<file path="src/rtl/mem_ctrl_pkg.sv">
// Shared types and constants for the byte-serial memory controller.
package mem_ctrl_pkg;

  typedef enum logic [2:0] {
    StIdle,
    StIfRd,
    StMemRd,
    StMemWr,
    StDone
  } state_e;

  // Reads need one extra slot because RAM data arrives a cycle after its address.
  localparam logic [2:0] RdLastCnt = 3'd4;
  localparam logic [2:0] WrLastCnt = 3'd3;

endpackage

</file>
<file path="src/rtl/mem_ctrl_byte_shifter.sv">
// Little-endian byte assemble (read path) and byte select (write path) for a 32-bit word.
module mem_ctrl_byte_shifter (
  input  logic [1:0]  rd_idx_i,
  input  logic [31:0] rd_word_i,
  input  logic [7:0]  rd_byte_i,
  output logic [31:0] rd_word_o,
  input  logic [1:0]  wr_idx_i,
  input  logic [31:0] wr_word_i,
  output logic [7:0]  wr_byte_o
);

  always_comb begin
    rd_word_o = rd_word_i;
    rd_word_o[{rd_idx_i, 3'b000} +: 8] = rd_byte_i;
    wr_byte_o = wr_word_i[{wr_idx_i, 3'b000} +: 8];
  end

endmodule

</file>
<file path="src/rtl/mem_ctrl.sv">
// Arbitrates instruction-fetch and data ports onto a byte-wide single-port synchronous RAM,
// splitting each 32-bit access into four little-endian byte transfers.
module mem_ctrl
  import mem_ctrl_pkg::*;
#(
  parameter int unsigned ADDR_W    = 17,
  parameter int unsigned DATA_PRIO = 1
) (
  input  logic              clk,
  input  logic              rst,
  input  logic              if_req_i,
  input  logic [31:0]       if_addr_i,
  input  logic              if_abort_i,
  output logic [31:0]       if_data_o,
  output logic              if_done_o,
  input  logic              mem_req_i,
  input  logic              mem_we_i,
  input  logic [3:0]        mem_sel_i,
  input  logic [31:0]       mem_addr_i,
  input  logic [31:0]       mem_wdata_i,
  output logic [31:0]       mem_rdata_o,
  output logic              mem_done_o,
  output logic              stallreq_o,
  output logic [ADDR_W-1:0] ram_addr_o,
  output logic              ram_wr_o,
  output logic [7:0]        ram_dout_o,
  input  logic [7:0]        ram_din_i
);

  state_e            state_q, state_d;
  logic [2:0]        cnt_q, cnt_d;
  logic [ADDR_W-1:0] addr_q;
  logic [31:0]       wdata_q;
  logic [3:0]        sel_q;
  logic              dest_if_q;
  logic [31:0]       rbuf_q;
  logic [31:0]       if_data_q;
  logic [31:0]       mem_rdata_q;

  logic        take_mem, take_if, accept;
  logic        rd_state, abort_now, rd_last;
  logic [31:0] rd_word;
  logic [7:0]  wr_byte;
  logic        unused_addr_bits;

  assign unused_addr_bits = ^{if_addr_i[31:ADDR_W], mem_addr_i[31:ADDR_W]};

  // A fetch that would win while being aborted blocks the accept entirely.
  assign take_mem  = mem_req_i && (!if_req_i || (DATA_PRIO != 0));
  assign take_if   = if_req_i && !take_mem && !if_abort_i;
  assign accept    = (state_q == StIdle) && (take_mem || take_if);
  assign rd_state  = (state_q == StIfRd) || (state_q == StMemRd);
  assign abort_now = (state_q == StIfRd) && if_abort_i;
  assign rd_last   = rd_state && !abort_now && (cnt_q == RdLastCnt);

  mem_ctrl_byte_shifter u_byte_shifter (
    .rd_idx_i  (cnt_q[1:0] - 2'd1),
    .rd_word_i (rbuf_q),
    .rd_byte_i (ram_din_i),
    .rd_word_o (rd_word),
    .wr_idx_i  (cnt_q[1:0]),
    .wr_word_i (wdata_q),
    .wr_byte_o (wr_byte)
  );

  always_comb begin
    state_d = state_q;
    cnt_d   = cnt_q;
    unique case (state_q)
      StIdle: begin
        cnt_d = '0;
        if (take_mem) begin
          state_d = mem_we_i ? StMemWr : StMemRd;
        end else if (take_if) begin
          state_d = StIfRd;
        end
      end
      StIfRd, StMemRd: begin
        if (abort_now) begin
          state_d = StIdle;
          cnt_d   = '0;
        end else if (cnt_q == RdLastCnt) begin
          state_d = StDone;
          cnt_d   = '0;
        end else begin
          cnt_d = cnt_q + 3'd1;
        end
      end
      StMemWr: begin
        if (cnt_q == WrLastCnt) begin
          state_d = StDone;
          cnt_d   = '0;
        end else begin
          cnt_d = cnt_q + 3'd1;
        end
      end
      StDone: begin
        state_d = StIdle;
      end
      default: begin
        state_d = StIdle;
        cnt_d   = '0;
      end
    endcase
  end

  always_comb begin
    ram_addr_o = '0;
    ram_wr_o   = 1'b0;
    ram_dout_o = '0;
    if ((rd_state && (cnt_q != RdLastCnt)) || (state_q == StMemWr)) begin
      ram_addr_o = addr_q + ADDR_W'(cnt_q);
    end
    if (state_q == StMemWr) begin
      ram_wr_o   = sel_q[cnt_q[1:0]];
      ram_dout_o = wr_byte;
    end
  end

  always_ff @(posedge clk or negedge rst) begin
    if (!rst) begin
      state_q     <= StIdle;
      cnt_q       <= '0;
      addr_q      <= '0;
      wdata_q     <= '0;
      sel_q       <= '0;
      dest_if_q   <= 1'b0;
      rbuf_q      <= '0;
      if_data_q   <= '0;
      mem_rdata_q <= '0;
    end else begin
      state_q <= state_d;
      cnt_q   <= cnt_d;
      if (accept) begin
        addr_q    <= take_mem ? mem_addr_i[ADDR_W-1:0] : if_addr_i[ADDR_W-1:0];
        wdata_q   <= mem_wdata_i;
        sel_q     <= mem_sel_i;
        dest_if_q <= !take_mem;
      end
      if (rd_state && !abort_now && (cnt_q != 3'd0)) begin
        rbuf_q <= rd_word;
      end
      // Port result registers only change on a completed read.
      if (rd_last) begin
        if (dest_if_q) begin
          if_data_q <= rd_word;
        end else begin
          mem_rdata_q <= rd_word;
        end
      end
    end
  end

  assign if_data_o   = if_data_q;
  assign mem_rdata_o = mem_rdata_q;
  assign if_done_o   = (state_q == StDone) && dest_if_q;
  assign mem_done_o  = (state_q == StDone) && !dest_if_q;
  assign stallreq_o  = rst && ((state_q != StIdle) || if_req_i || mem_req_i);

endmodule

</file>
<file path="config.mk">
export PLATFORM = sky130hd
export DESIGN_NAME = mem_ctrl
export DESIGN_NICKNAME = d
export VERILOG_FILES = /design/src/rtl/mem_ctrl_pkg.sv /design/src/rtl/mem_ctrl_byte_shifter.sv /design/src/rtl/mem_ctrl.sv
export SDC_FILE = /design/constraint.sdc
export NUM_CORES = 1
export LEC_CHECK = 0
export ABC_AREA = 1
export CORE_AREA = 4 4 137 139
export CTS_CLUSTER_DIAMETER = 200
export DETAILED_ROUTE_END_ITERATION = 12
export DIE_AREA = 0 0 141 143
export PLACE_DENSITY = 0.74
export SLEW_MARGIN = 20
export SYNTH_ARGS = -nofsm -noshare
export SYNTH_HDL_FRONTEND = slang
export SYNTH_SLANG_ARGS = --single-unit
export TNS_END_PERCENT = 10
</file>
<file path="constraint.sdc">
create_clock -name clk -period 5.1 [get_ports clk]
set_input_delay 1.53 -clock clk [delete_from_list [all_inputs] [get_ports clk]]
set_output_delay 1.53 -clock clk [all_outputs]
set_load 0.1 [all_outputs]
</file>
======== Yosys cells after proc, flatten, opt, wreduce, memory -nomap -nowiden ========
Cells that the tools add are included.
operators by class
  equality and inequality tests ........... 10
  bitwise logic cells ..................... 1
  multiply operators ...................... 0
  magnitude comparators ................... 1
  divide/modulo/power cells ............... 0
  $add $sub $neg .......................... 4
  reduce and logical (&&, ||, !) cells .... 27
  shift-type cells ........................ 3
  mux-type cells .......................... 18
operators by type and width
  kind                                                         number
  2-to-1 mux 17 bit                                            2
  bitwise mux 32 bit                                           1
  variable shift 8 x 7 -> 32 bit (first input constant)        1
  variable part select 32 x 6 -> 8 bit                         1
  variable part select 8 x 7 -> 32 bit                         1
  2-to-1 mux 3 bit                                             8
  case mux 3 bit (3 select lines)                              2
  adder 17 x 3 -> 17 bit                                       1
  logical AND 1 bit                                            11
  equality test 3 x 2 -> 1 bit (second input constant)         3
  != test 3 bit (second input constant)                        3
  2-to-1 mux 8 bit                                             1
  negation 5 -> 7 bit                                          1
  equality test 3 bit (second input constant)                  2
  nonzero test 3 bit                                           2
  logical OR 1 bit                                             5
  zero test 1 bit                                              4
  AND reduction 2 bit                                          2
  adder 3 x 1 -> 3 bit (second input constant)                 1
  equality test 3 x 1 -> 1 bit (second input constant)         1
  zero test 3 bit                                              1
  less-than comparator 2 x 3 -> 1 bit (second input constant)  1
  2-to-1 mux 1 bit                                             3
  AND reduction 3 bit                                          1
  5 further kinds                                              5
storage, ports and cells
  memory bits (read-only) ................. 0
  bits in latches ......................... 0
  memories kept ........................... 0
  memory bits (writable) .................. 0
  input port bits ......................... 114
  output and inout port bits .............. 93
  flip-flop bits (word level) ............. 156

======== Depth between registers and ports, before layout ========
Gate-level depths: netlist of the first run.
  depth after elaboration ................. 6
  gate-level depth with buffers ........... 12

======== By module ========
From an unflattened synthesis of the first run, not the netlist that was laid out.
unflattened totals
  cell total of the unflattened synthesis .. 1130
  area total of the unflattened synthesis .. 8170.3 um^2
by module, submodules not included
  module                 cells an instance  seq. area each (um^2)  instances  area an instance (um^2)
  mem_ctrl               894                3903.7                 1          7121.8
  mem_ctrl_byte_shifter  236                0.0                    1          1048.5

======== Least setup slack after synthesis of the first run ========
OpenSTA, ideal clock, no wires.
  path kind ............................... register to output
  start point ............................. register cnt_q[1]
  end point ............................... output port ram_addr_o[8]
  arrival time ............................ 3.848 ns
  path slack .............................. -0.278 ns
  required time ........................... 3.570 ns
  stages on the path, launching flop included .. 10
  path through ............................ dfrtp_1 > clkbuf_1 > inv_1 > clkbuf_1 > fa_1 > inv_1 > nand3_1 > nand2_1 > a21oi_1 > nor3_1
between the ends
  longest elaborated chain between the ends .. 4
  elaborated cells between the ends (all ways) .. 5
  those cells by class .................... add/sub: 1; eq/ne: 1; mux: 1; reduce/logical: 2
RTL lines
  item                                                            RTL line         text
  start: declaration                                              mem_ctrl.sv:31   logic [2:0] cnt_q, cnt_d;
  start signal: assignment                                        mem_ctrl.sv:133  cnt_q <= cnt_d;
  branches (longest 3 deep; another with adder 17 x 3 -> 17 bit)  --
  2-to-1 mux 17 bit *                                             mem_ctrl.sv:111  if ((rd_state && (cnt_q != RdLastCnt)) || (state_q == StMemWr)) begin
  end: declaration                                                mem_ctrl.sv:24   output logic [ADDR_W-1:0] ram_addr_o,
Mark *: on every way between the ends.

======== Worst setup path in the final report of the first run ========
  start point ............................. register cnt_q[0]
  end point ............................... output port ram_addr_o[10]
The elaborated chain is that of the path after synthesis.

==> run summary, run 1 <==
The class of the worst hold path is reg2reg. The worst-margin pin slew was 1020 ps; the number of H-tree levels was 4. For the maximum ir drop on the vdd rail, the log shows 465 uV. The tools report the fraction of the yosys area taken by sequential cells as 0.503. The routed design has 21.2 mm of wire. The logs give 0.439 for the starting density of the core and 3570 ps for the required time of the critical path. For the worst-skew pair, the clock arrives at the later sink with an insertion delay of 420 ps. Overall die area: 0.0202 sq mm.

In the synthesized netlist, the number of instances is 1033. In this run the post-CTS setup repair buffer count came out at 0. For the violation count after the first detailed-routing iteration, the log shows 842. The portion of the clock cycle consumed by the worst path in the final layout was 0.887; the final setup violation count was 0.

A synthesized cell averages 7.51 sq um. During synthesis, Yosys emitted a total of 0 warnings. The number of different library cells used by synthesis comes to 26. Compared with the post-synthesis result, the final layout area differs by 34.5%.

The final count of hold timing violations is 0. Clock tree synthesis inserted a total of 17 buffers. The power density over the cells is 632 mW/mm^2. Global routing finished with a remaining overflow of 0.

The share of the synthesized area in the top cell type is 0.503. 0 antenna diodes ended up in the layout. CTS placed an instance of sky130_fd_sc_hd__clkbuf_16 at the clock tree root. The cell repeated most along the worst path is sky130_fd_sc_hd__nand2_1. The critical path goes through ha_1 -> inv_1 -> fa_1 -> inv_1 -> nand2_1 -> nand2_1 -> nand2_1 -> nor2_1 -> a21oi_1 -> nor2_1 -> buf_12. The total iterations of the first detailed-routing run is 8, and the chip width is 141 microns.

Synthesis inferred 156 register bits. The cell area after synthesis is 0.00776 sq mm, and the count of boundary I/O pins is 207. The worst hold path cell count was 2.

The setup path with the least slack is of type reg2out. Summed over all nets, the half-perimeter wirelength after detailed placement is 14.4 mm. The aggregate global-route resource usage was 0.213; the fraction of final layout cells with drive strength greater than 1 was 0.0676. The run gives 0.320 as the tightest slew margin relative to the limit.

The run gives 0 as the count of hold-fix buffers inserted at cts. The internal reg-to-reg setup slack is 2350 ps. On the worst path, the slowest cell contributes a delay of 730 ps.

The library cells used most frequently in the layout, excluding fill and tap cells, are sky130_fd_sc_hd__nand2_1, sky130_fd_sc_hd__dfrtp_1, sky130_fd_sc_hd__clkdlybuf4s50_1. Setup repair after global routing left no endpoint under its margin. For the final-report max-slew violation count, the log shows 0. The maximum operating frequency was 0.221 GHz; the final critical delay including setup and external delays was 4520 ps.

The number of antenna violations at the first check in global routing was 0; the post-cts resize count was 0. The largest net degree at the start of global routing is 157. The top flip-flop cell by instance count after synthesis is sky130_fd_sc_hd__dfrtp_1.

On the final layout, the worst clock skew is 12.7 ps. For hold timing, the worst endpoint is sel_q[1]$_DFFE_PN0P_. The cell taking the most area after synthesis is sky130_fd_sc_hd__dfrtp_1. For this run, design rule violations remaining after detail routing come to 0. In this run the critical register-to-register path is captured at mem_rdata_o[12]$_DFFE_PN0P_.

After routing the design area is 0.0104 sq mm. Counting the fill cells in the layout gives 1623. The worst register-to-register path begins at cnt_q[0]$_DFFE_PN0P_.

TritonCTS built the clock tree. The tools report the element type at the critical path start as a flip-flop. The run finished with clean final reports.

The slowest stage of the critical path is the sky130_fd_sc_hd__dfrtp_1 cell. The tools report the number of global-route vias before repair as 6904. Most common cell after layout, fill and taps aside: sky130_fd_sc_hd__nand2_1. The routability congestion estimate from global placement was 0.904; the share of the core filled with cells in the final layout was 0.591. The arrival time at the worst endpoint was 2990 ps; the deepest clock path buffer count was 2. The run gives 0.0177 sq mm as the total core area.

The clock net in this run drives a total of 156 sinks. Setup total negative slack on the finished layout was measured at 0 ps. Ranked by total cell area, the synthesized netlist is headed by sky130_fd_sc_hd__dfrtp_1, sky130_fd_sc_hd__nand2_1, sky130_fd_sc_hd__nand4_1.

The depth of the worst register-to-register path is 10, and the detail-routed net length per standard cell is 14.9 microns. Biggest fanout along the worst timing path: 17. Endpoint type of the worst setup path: an output pin.

For the placement row count, the log shows 49. The leakage dissipation was 0.00521 uW. Clock-pin slew was measured on the worst setup and hold paths at 60 ps. The net count of the finished layout is 1312, and the number of enable-type register cells in the synthesized netlist is 0. The number of nets with antenna violations after routing is 0.

After detailed routing, the number of vias per cell comes to 5.21. The floorplan step set the die height to 143 microns. The synthesized net count is 1159, and the number of maximum-capacitance constraint violations is 0.

The startpoint identified for the worst hold timing path is sel_q[1]$_DFFE_PN0P_. Once placement finished, the instance area stood at 0.00985 sq mm. The first global-routing pass estimated 34.9 mm of wire. The proportion of synthesized flip-flops having asynchronous set or reset was 1.00; the via count was 7441. The number of buffer cells added on primary ports was 176.
synth_stat cells, types with 2 or more instances:
master                     count
sky130_fd_sc_hd__a31oi_1      17
sky130_fd_sc_hd__clkinv_1      3
sky130_fd_sc_hd__dfrtp_1     156
sky130_fd_sc_hd__xor2_1        4
sky130_fd_sc_hd__a21oi_1      17
sky130_fd_sc_hd__nand4_1      67
sky130_fd_sc_hd__buf_4         4
sky130_fd_sc_hd__nand3_1      55
sky130_fd_sc_hd__ha_1         11
sky130_fd_sc_hd__clkbuf_1     29
sky130_fd_sc_hd__buf_2        19
sky130_fd_sc_hd__inv_1        36
sky130_fd_sc_hd__o21ai_0      48
sky130_fd_sc_hd__buf_1         4
sky130_fd_sc_hd__nor2_1       95
sky130_fd_sc_hd__inv_2         4
sky130_fd_sc_hd__nand2_1     454
sky130_fd_sc_hd__o211ai_1      2
power by group:
group / internal (uW) / switching [uW] / total, uW
Sequential: 1550 / 234 / 1780
Combinational: 995 / 2550 / 3540
Clock: 736 / 539 / 1280
metrics by stage:
| step | worst slack [ps] | hold slack (ps) | instances | power [uW] |
|---|---|---|---|---|
| finish | 578 | 464 | 1428 | 6600 |
| floorplan | 322 | 437 | 1033 | 4220 |
| CTS | 575 | 469 | 1428 | 6630 |
| detailed placement | 836 | 453 | 1396 | 5340 |
| global placement | 924 | 449 | 1396 | 5300 |
| global route | 385 | 486 | 1428 | 7000 |
sequential cells by signal, summed over array words and instances, names as in the netlist:
register	cells
if_data_o	32
cnt_q	3
addr_q	17
mem_rdata_o	32
rbuf_q	32
wdata_q	32
state_q	3
dest_if_q	1
sel_q	4
metal layers:
| layer | routed length (microns) | share of wire | global-route usage |
|---|---|---|---|
| met4 | 354 | 0.017 | 0.0632 |
| met2 | 9820 | 0.46 | 0.334 |
| met5 | 0 | 0 | 0 |
| met1 | 9290 | 0.44 | 0.295 |
| met3 | 1770 | 0.083 | 0.0519 |
how the worst max path moves through the flow:
stage,from,endpoint,depth (start not counted)
2_1_floorplan,cnt_q[1]$_DFFE_PN0P_,ram_addr_o[10],11
6_report,cnt_q[0]$_DFFE_PN0P_,ram_addr_o[10],11
3_5_place_dp,mem_req_i,stallreq_o,5
4_1_cts,cnt_q[0]$_DFFE_PN0P_,ram_addr_o[10],11
3_3_place_gp,mem_req_i,stallreq_o,5
5_1_grt,cnt_q[0]$_DFFE_PN0P_,ram_addr_o[10],11
kinds of logic after synthesis:
| kind of cell | count (synthesis) | synth area share |
|---|---|---|
| buffers and inverters | 99 | 0.0529 |
| xor gates and xnor gates | 4 | 0.00451 |
| adders and majority gates | 12 | 0.0203 |
| DFF | 156 | 0.503 |
| AOI/OAI and AO/OA | 87 | 0.0605 |
| and+or+nand+nor | 675 | 0.359 |
worst max-delay path: cells and delay by family (launching register included):
kind            cells  cell delay [ps]
fa+ha+maj           2              710
buf+inv             3              360
compound gates      1              120
flops               1              730
simple gates        5              660
area by class of cell:
type | instances | area [sq um] | area share
Clock buffer | 19 | 433 | 0.0415
Clock inverter | 13 | 155 | 0.0149
Inverter | 43 | 161 | 0.0155
Multi-Input combinational cell | 778 | 3460 | 0.332
Sequential cell | 156 | 3900 | 0.374
Tap cell | 229 | 287 | 0.0275
Timing Repair Buffer | 190 | 2040 | 0.195
No activity file was read; power rests on OpenSTA's default activity.
==> run 2, diff against run 1 <==
Settings changed: CTS_BUF_LIST from default to sky130_fd_sc_hd__clkbuf_4, CTS_CLUSTER_DIAMETER 200 to default.
==> run 2 against run 1 <==
Count of clock-buffer cells in the layout stayed put. Wire length is 1.9% lower. Largest cell class unchanged. Via count is 1.1% lower. Sequential cell count stayed put. Largest power group unchanged. Maximum frequency is 3.0% lower. Register-to-register slack hardly changed. Power is 7.5% lower. Critical path depth stayed put. Sequential power hardly changed. Combinational power hardly changed. Utilization is 1.6 points lower.
==> run summary, run 2 (same netlist as run 1, synthesis figures left out) <==
The flow ran to the end, and the final reports show no timing, DRC or antenna violations. Type of the worst setup path: reg2out. For the number of global-route vias before repair, the log shows 6824 (-1.2%). The worst setup path is launched from a flip-flop. Count of boundary I/O pins: 207 (unchanged). The post-cts resize count came out at 0 (unchanged). The fraction of final layout cells with drive strength greater than 1 came out at 0.0692 (+0.00167).

Portion of the clock cycle consumed by the worst path in the final layout: 0.914 (+0.0273). The tools report the largest net degree at the start of global routing as 157 (unchanged). The instance area after placement was 0.00985 sq mm (unchanged); the sum of internal, switching and leakage power was 6100 uW (-7.5%). The total iterations of the first detailed-routing run was 5 (-3); the total length of routed wires was 20.8 mm (-1.9%). Setup repair after global routing left no endpoint under its margin.

The post-detailed-route via-to-cell ratio came out at 5.15 (-1.1%). The tools report the aggregate global-route resource usage as 0.211 (-0.00209). The depth of the worst register-to-register path was 10 (unchanged). The detailed placer's ending HPWL was 14.4 mm (unchanged). The maximum operating frequency is 0.215 GHz (-3.0%). The tools report the number of nets with antenna violations after routing as 0 (unchanged). The final count of hold timing violations is 0 (unchanged), and the total global routing overflow is 0 (unchanged).

The detail-routed net length per standard cell came out at 14.6 microns (-1.9%). Clock latency on the worst-skew pair: 570 ps (+150 ps). The run gives 0 (unchanged) as the number of maximum-capacitance constraint violations. The net count of the finished layout was 1312 (unchanged). The run gives 0 (unchanged) as the residual DRC count.

In this run the critical register-to-register path is captured at mem_rdata_o[10]$_DFFE_PN0P_. The tools report the final setup skew as 21.2 ps (+8.50 ps). The worst hold path begins at wdata_q[24]$_DFFE_PN0P_. The tools report the final-report max-slew violation count as 0 (unchanged). The number of buffer cells added on primary ports works out to 176 (unchanged). The logs give 465 uV (about the same) for the maximum ir drop on the vdd rail and 0.0101 sq mm (-2.8%) for the final design instance area without fill. The run gives 3130 ps (+140 ps) as the arrival time at the worst endpoint. The growth of design area from synthesis to finish was 30.8%.

Tightest slew margin relative to the limit: 0.319 (-0.00156). The tightest min-delay check is of the reg2reg type. The biggest fanout along the worst timing path was 17 (unchanged); the worst-margin pin slew was 1020 ps (+2.34 ps).

The leakage dissipation came out at 0.00508 uW (-2.4%). The logs give 0 (unchanged) for the setup fix buffers added after clock tree synthesis and 1396 (unchanged) for the placed cell count. For hold timing, the worst endpoint is wdata_q[24]$_DFFE_PN0P_. The final total negative setup slack is 0 ps (unchanged).

The routability congestion estimate from global placement was 0.904 (unchanged). The total core area came out at 0.0177 sq mm (unchanged). TritonCTS built the clock tree. The internal reg-to-reg setup slack was 2350 ps (about the same).

The run gives 3570 ps (about the same) as the required time of the critical path. The vertical die dimension was 143 microns (unchanged); the chip width was 141 microns (unchanged). The worst hold path cell count is 2 (unchanged). For the violation count after the first detailed-routing iteration, the log shows 853 (+1.3%). The number of antenna violations at the first check in global routing was 0 (unchanged); the starting density of the core was 0.439 (unchanged). The logs give 0 (unchanged) for the count of hold-fix buffers inserted at cts and 0 (unchanged) for the antenna diode instance count. The final critical delay including setup and external delays works out to 4660 ps (+139 ps). In this run the critical register-to-register path is launched from cnt_q[0]$_DFFE_PN0P_.

The number of H-tree levels is 4 (unchanged). The via count was 7358 (-1.1%). The library cell used most frequently in the layout, excluding fill and tap cells, is sky130_fd_sc_hd__nand2_1. Clock transition time at the flip-flop clock pins of the worst setup and hold paths: 130 ps (+70 ps). Cell chosen for the clock root: sky130_fd_sc_hd__clkbuf_4.

The top cell types in the final layout, fill and taps aside, are sky130_fd_sc_hd__nand2_1, sky130_fd_sc_hd__dfrtp_1, sky130_fd_sc_hd__clkdlybuf4s50_1. The final cell count without fillers is 1428 (unchanged), and the final setup violation count is 0 (unchanged). The run gives 17 (unchanged) as the number of buffers created by CTS. Placement row count: 49 (unchanged). The run gives 34.4 mm (-1.5%) as the global-route wire length before repair. The endpoint type of the worst setup path was an output pin. Overall die area: 0.0202 sq mm (unchanged). Deepest clock path buffer count: 2 (unchanged).

The number of clock sinks seen by CTS is 156 (unchanged). The power density over the cells is 602 mW/mm^2 (-4.9%).
==> run 2: cell counts in the layout (fill, tap and decap cells not counted) <==
Identical to the previous run, type by type.
==> run 2: critical path, cell delays in order, from the launching register on <==
cell	delay, ps
sky130_fd_sc_hd__dfrtp_1	750
sky130_fd_sc_hd__ha_1	320
sky130_fd_sc_hd__inv_1	70
sky130_fd_sc_hd__fa_1	380
sky130_fd_sc_hd__inv_1	80
sky130_fd_sc_hd__nand2_1	70
sky130_fd_sc_hd__nand2_1	90
sky130_fd_sc_hd__nand2_1	50
sky130_fd_sc_hd__nor2_1	250
sky130_fd_sc_hd__a21oi_1	120
sky130_fd_sc_hd__nor2_1	190
sky130_fd_sc_hd__buf_12	210
==> run 2: through the flow <==
step	util	worst slack, ps	hold WS (ps)
2_1_floorplan	-	322	437
3_3_place_gp	0.558	924	449
3_5_place_dp	0.558	836	453
4_1_cts	0.575	389	485
5_1_grt	0.575	189	503
6_report	0.575	438	482
==> run 2: worst max path at each step <==
stage	from	endpoint	slack [ps]
after detailed placement	mem_req_i	stallreq_o	840
after global routing	cnt_q[0]$_DFFE_PN0P_	ram_addr_o[10]	190
after CTS	cnt_q[0]$_DFFE_PN0P_	ram_addr_o[10]	390
final	cnt_q[0]$_DFFE_PN0P_	ram_addr_o[10]	440
after floorplan	cnt_q[1]$_DFFE_PN0P_	ram_addr_o[10]	320
after global placement	mem_req_i	stallreq_o	920
==> run 2: power by group <==
| group | internal [uW] | switching [uW] | leakage (uW) | total (uW) |
|---|---|---|---|---|
| Clock | 316 | 480 | 0.000159 | 796 |
| Sequential | 1540 | 230 | 0.00206 | 1770 |
| Combinational | 994 | 2540 | 0.00287 | 3530 |
| Total | 2850 | 3250 | 0.00508 | 6100 |
==> run 2: cell type report <==
cell class / count / area, sq um
Tap cell: 229 / 287
Fill cell: 1665 / 7510
Multi-Input combinational cell: 778 / 3460
Clock buffer: 19 / 143
Inverter: 43 / 161
Clock inverter: 13 / 155
Timing Repair Buffer: 190 / 2040
Sequential cell: 156 / 3900
==> run 2: per-layer routing <==
| metal | GRT usage | up-vias | part of all wire | wire length, microns |
|---|---|---|---|---|
| li1 | - | 3664 | - | - |
| met1 | 0.292 | 3407 | 0.44 | 9190 |
| met2 | 0.329 | 259 | 0.46 | 9640 |
| met3 | 0.0549 | 28 | 0.080 | 1670 |
| met4 | 0.0622 | 0 | 0.016 | 333 |
| met5 | 0 | - | 0 | 0 |
